[src/rtl/pc_pkg.sv]
// Shared types, default vectors and the alignment helper used by the program-counter block.
package pc_pkg;

  typedef enum logic [1:0] {
    BOOT = 2'd0,
    RUN  = 2'd1,
    HALT = 2'd2
  } pc_state_t;

  localparam int          PC_INSTR_BYTES  = 4;
  localparam logic [31:0] PC_RESET_VECTOR = 32'h0000_0000;
  localparam logic [31:0] PC_EXC_VECTOR   = 32'h0000_0080;

  // True when the low log2(instr_bytes) bits of addr are zero (instr_bytes is a power of two).
  function automatic logic is_aligned(input logic [63:0] addr, input int unsigned instr_bytes);
    logic [63:0] mask;
    mask = 64'(instr_bytes) - 64'd1;
    return (addr & mask) == 64'd0;
  endfunction

endpackage

[src/rtl/pc_pending_reg.sv]
// Holds one redirect target that arrived during a stall; the first captured target is kept.
module pc_pending_reg
  import pc_pkg::*;
#(
  parameter int WIDTH = 32
) (
  input  logic             clk,
  input  logic             rst,
  input  logic             capture,
  input  logic             clear,
  input  logic [WIDTH-1:0] target_in,
  output logic             valid,
  output logic [WIDTH-1:0] target
);

  always_ff @(posedge clk or negedge rst) begin
    if (!rst) begin
      valid <= 1'b0;
    end else if (clear) begin
      valid <= 1'b0;
    end else if (capture && !valid) begin
      valid <= 1'b1;
    end
  end

  // Target is only meaningful while valid is set, so it carries no reset.
  always_ff @(posedge clk) begin
    if (capture && !valid && !clear) begin
      target <= target_in;
    end
  end

endmodule

[src/rtl/pc_sequencer.sv]
// Fetch-address sequencer: increments the PC, applies redirects and exceptions, buffers stalled redirects.
module pc_sequencer
  import pc_pkg::*;
#(
  parameter int               WIDTH        = 32,
  parameter int               INSTR_BYTES  = PC_INSTR_BYTES,
  parameter logic [WIDTH-1:0] RESET_VECTOR = WIDTH'(PC_RESET_VECTOR),
  parameter logic [WIDTH-1:0] EXC_VECTOR   = WIDTH'(PC_EXC_VECTOR)
) (
  input  logic             clk,
  input  logic             rst,
  input  logic             stall,
  input  logic             redirect_valid,
  input  logic [WIDTH-1:0] redirect_target,
  input  logic             exc_req,
  input  logic             halt_req,
  output logic [WIDTH-1:0] pc,
  output logic [WIDTH-1:0] pc_next_seq,
  output logic             pc_valid,
  output logic             misalign_err,
  output logic [WIDTH-1:0] fetch_count
);

  pc_state_t        state_q, state_d;
  logic [WIDTH-1:0] pc_d;
  logic             pc_valid_d;
  logic             misalign_d;

  logic             pend_valid;
  logic [WIDTH-1:0] pend_target;
  logic             pend_capture;
  logic             pend_clear;

  logic [WIDTH-1:0] apply_target;
  logic             apply_ok;

  pc_pending_reg #(
    .WIDTH(WIDTH)
  ) u_pending (
    .clk      (clk),
    .rst      (rst),
    .capture  (pend_capture),
    .clear    (pend_clear),
    .target_in(redirect_target),
    .valid    (pend_valid),
    .target   (pend_target)
  );

  assign pc_next_seq  = pc + WIDTH'(INSTR_BYTES);

  // A buffered redirect always beats a fresh one, so a single alignment check suffices.
  assign apply_target = pend_valid ? pend_target : redirect_target;
  assign apply_ok     = is_aligned(64'(apply_target), INSTR_BYTES);

  always_comb begin
    state_d      = state_q;
    pc_d         = pc;
    pc_valid_d   = pc_valid;
    misalign_d   = 1'b0;
    pend_capture = 1'b0;
    pend_clear   = 1'b0;

    case (state_q)
      BOOT: begin
        pc_valid_d = 1'b1;
        state_d    = RUN;
      end

      RUN: begin
        if (exc_req) begin
          pc_d       = EXC_VECTOR;
          pend_clear = 1'b1;
        end else if (!stall && (pend_valid || redirect_valid)) begin
          pend_clear = pend_valid;
          if (apply_ok) begin
            pc_d = apply_target;
          end else begin
            pc_d       = EXC_VECTOR;
            misalign_d = 1'b1;
          end
        end else if (!stall && halt_req) begin
          pc_valid_d = 1'b0;
          state_d    = HALT;
        end else if (!stall) begin
          pc_d = pc_next_seq;
        end else if (redirect_valid) begin
          pend_capture = 1'b1;
        end
      end

      HALT: begin
        if (exc_req) begin
          pc_d       = EXC_VECTOR;
          pc_valid_d = 1'b1;
          pend_clear = 1'b1;
          state_d    = RUN;
        end
      end

      default: begin
        state_d = BOOT;
      end
    endcase
  end

  always_ff @(posedge clk or negedge rst) begin
    if (!rst) begin
      state_q      <= BOOT;
      pc           <= RESET_VECTOR;
      pc_valid     <= 1'b0;
      misalign_err <= 1'b0;
    end else begin
      state_q      <= state_d;
      pc           <= pc_d;
      pc_valid     <= pc_valid_d;
      misalign_err <= misalign_d;
    end
  end

  // Counts the outgoing fetch, independent of what the next PC turns out to be.
  always_ff @(posedge clk or negedge rst) begin
    if (!rst) begin
      fetch_count <= '0;
    end else if (pc_valid && !stall) begin
      fetch_count <= fetch_count + WIDTH'(1);
    end
  end

endmodule

[config.mk]
export PLATFORM = sky130hd
export DESIGN_NAME = pc_sequencer
export DESIGN_NICKNAME = d
export VERILOG_FILES = /design/src/rtl/pc_pkg.sv /design/src/rtl/pc_pending_reg.sv /design/src/rtl/pc_sequencer.sv
export SDC_FILE = /design/constraint.sdc
export NUM_CORES = 1
export LEC_CHECK = 0
export CORE_MARGIN = 4
export CORE_UTILIZATION = 50
export DETAILED_ROUTE_END_ITERATION = 6
export HOLD_SLACK_MARGIN = 0.02
export PLACE_DENSITY = 0.91
export SYNTH_ARGS = -nofsm -noshare
export SYNTH_HDL_FRONTEND = slang
export SYNTH_SLANG_ARGS = --single-unit
[constraint.sdc]
create_clock -name clk -period 3.05 [get_ports clk]
set_input_delay 0.61 -clock clk [delete_from_list [all_inputs] [get_ports clk]]
set_output_delay 0.61 -clock clk [all_outputs]
set_load 0.05 [all_outputs]
==> results.md <==
* Layout Cell Area excl Fill at 7550 sq um
* Initial Util at 51.9%
* Remaining DRCs at 0
* Critical path capture point type: output pin
* Slew HR at approximately a quarter
* Fmax at 0.333 GHz
* Clk slew on worst S/H paths at 0.09 ns
* Chip height at 112 um
* Post-synthesis async set-or-reset flop share at 68.3%
* I/O Pins at between 100 and 150
* Netlist cell types at 53
* Synth-to-Final Area Change at 39.8%
* RSZ-0062 raised after global routing: yes
* Clock Latency Late Sink at 0.38 ns
* Initial antenna violation count at 0
* Lkg Pwr at 3.15 nW
* Port-buffer cells at 135
* Switching share of total power at between 30% and 40%
* Top_reg_cell synth: dfrtp_1
* Flops & latches, synth at roughly 100
* Synthesized Nets at 566
* Total Neg Setup Slack at 0 ns
* Internal at 2.75 mW
* Result of the run: finished, final reports clean
* Post-route ant nets at 0
* Final Setup Violations at 0
* Net Sw Power at 1.83 mW
* WP data arrival at 2.39 ns
* Vias at 4833
* Final worst slack at 0.0502 ns
* Worst Tran Pin Value at 1.15 ns
* Crit path cell chain: ha_4 -> nand4_4 -> or3_4 -> or3_4 -> nor2_4 -> xor2_2 -> buf_12
* Largest net degree at the start of global routing at 41
* Final WL at 15500 um
* Seq pwr share at 38.1%
* Die Width at 112 um
* Layout cells sized above 1 at 17.0%
* Placed cell count at 782
* Power per cell area at between 600 and 700 nW/um^2
* Overflow after GRT at 0
* Yosys warning count at 0
* CTS Buf Count at 9
* List of most frequent post-synthesis cells: dfrtp_1 (69), nor2_1 (45), nand2_1 (44)
* Die area at 12500 sq um
* Max stage delay on crit path at ~0.4 ns
* HP Class: in -> async
* Buffer depth of the longest clock path at 2
* Most used cell, CP: or3_4
* Area contributors post-synth: dfrtp_1 (32%), edfxtp_1 (18%), xnor2_1 (5.8%)
* Initial DRC Count at 336
* Pre-CTS WS at 0.146 ns
* Comb pwr share at between 40 and 50%
* Global-route wire length before repair at 25200 um
* Area leader, netlist: dfrtp_1
* Setup Skew at 0.0117 ns
* Total GRT Usage at 24.6%
* Root Buffer: clkbuf_8
* Dpl cell area at 7260 sq um
* CORE AREA at ~10000 sq um
* H-tree level count at 3
* FP Rows at 37
* Most common cell in the netlist: dfrtp_1
* Critical path required time at 2.44 ns
* Worst Path Buf+Inv at 1
* Max-slew violations at 0
* Tot Pwr at 4.58 mW
* CTS tree: yes
* Hold Buf Count CTS at 0
* Final net count at 703
* Via density at 6.04
* Clk pwr share at roughly a fifth
* Vias in the first global route at 4921
* Startpoint types: register
* Synth Cell Area at ~5400 sq um
* Max-capacitance violation count at 0
* Diode count at 0
* Syn Inst Count at 522
* WS Path Type: reg -> out
* Post-synth top area share at 31.9%
* Post-DP HPWL at 11300 um
* CP Max Fanout at 7
* Post-route minimum period at 3.00 ns
* RePlAce Congestion at 0.941
* Finished Layout Cells at 800
* Maximum VDD drop at 0.000324 V
* Worst path slowest cell: dfrtp_2
* Tcrit/Tclk final at 98.4%
* EDFF count, synth at 32
* Final Hold Viols at 0
* Sequential area share after synthesis at roughly half
* Routed len/inst at 19.4 um
* Pre-Repair DR Iteration Count at 6
* Worst path top cell family by delay: simple AND/OR/NAND/NOR gates
* Synthesized area per cell at a little over 10 sq um
* Clock sink count at 101
==> power groups by stage <==
stage                     sequential [mW]  combinational (mW)  clock (mW)
after global routing                 1.76                1.98        1.02
after detailed placement             1.76                1.85           0
after global placement               1.75                1.80           0
after CTS                            1.73                1.88       0.970
final                                1.74                1.88       0.958
after floorplan                      2.05               0.886           0
==> what timing repair did <==
action	4_1_cts	5_1_grt
gates resized for setup	12	7
setup buffers	2	0
setup endpoints to repair	9	7
==> cell families after synthesis <==
kind of cell               Yosys count  share of synthesized area (%)
and+or+nand+nor                    193                           19.1
DFF                                101                           49.7
AOI/OAI and AO/OA                   91                           11.0
xor gates and xnor gates            59                           9.56
buffers and inverters               40                           3.06
muxes                               32                           6.18
adders and majority gates            6                           1.39
==> cells in the final DEF, fill, tap and decap left out, drive strengths merged, types with 3 or more instances in the layout <==
master	instances
clkdlybuf4s50	109
dfrtp	69
nor2	45
nand2	44
buf	43
xnor2	36
edfxtp	32
nand3	27
o21ai	26
xor2	23
a21oi	21
mux2i	21
nand4	17
nor3	15
inv	12
clkbuf	12
mux2	11
and3	9
nor4	8
and4	7
nor2b	7
ha	6
o311ai	5
a211o	4
o32a	4
o31ai	4
a31oi	4
or2	3
and2	3
a211oi	3
a21o	3
o21bai	3
a32oi	3
==> area by class of cell <==
| cell class | count | area [sq um] |
|---|---|---|
| repair buffers | 155 | 1670 |
| well taps | 136 | 170 |
| multi-input cells | 381 | 2750 |
| inverters | 11 | 41.3 |
| clock buffers | 12 | 178 |
| clock inverters | 4 | 50.0 |
| flip-flops and latches | 101 | 2700 |
| fillers | 694 | 2860 |
==> worst register-to-register path: stages, from the launching register on <==
cell and delay [ns]:
dfrtp_1 0.43, inv_1 0.09, ha_1 0.33, a211oi_1 0.11
o22ai_2 0.86, buf_4 0.30, nand2_1 0.07, o21ai_0 0.11
==> per-layer routing <==
metal | vias to the layer above | GRT usage (%) | wire [um]
met5 | - | 0 | 0
met4 | 0 | 11.4 | 570
met3 | 40 | 4.78 | 1210
met2 | 265 | 41.4 | 7710
met1 | 2360 | 30.5 | 6000
li1 | 2168 | - | -
==> metrics by stage <==
stage          hold slack [ns]  utilization [%]
2_1_floorplan            0.314                -
3_5_place_dp             0.465             69.7
6_report                 0.259             72.5
3_3_place_gp             0.463             69.7
5_1_grt                  0.286             72.5
4_1_cts                  0.260             72.3
==> state kept, by name, indices dropped and copies added, names as in the netlist <==
signal            count
fetch_count          32
state_q               2
u_pending.valid       1
u_pending.target     32
pc                   32
pc_valid              1
misalign_err          1
==> path summary, 6_finish.rpt <==
kind / start / end / slack, ns / cells after the start
setup / recovery: pc[2] / pc_next_seq[24] / 0.05 / 7
hold / removal: rst / pc[8] / 0.26 / 1
setup reg to reg: state_q[0] / pc[4] / 0.66 / 7
min in group clk: fetch_count[31] / fetch_count[31] / 0.48 / 1
hold reg to reg: fetch_count[31] / fetch_count[31] / 0.48 / 1
max in group asynchronous: rst / pc[3] / 2.01 / 2
(Power assumes the default switching activity.)
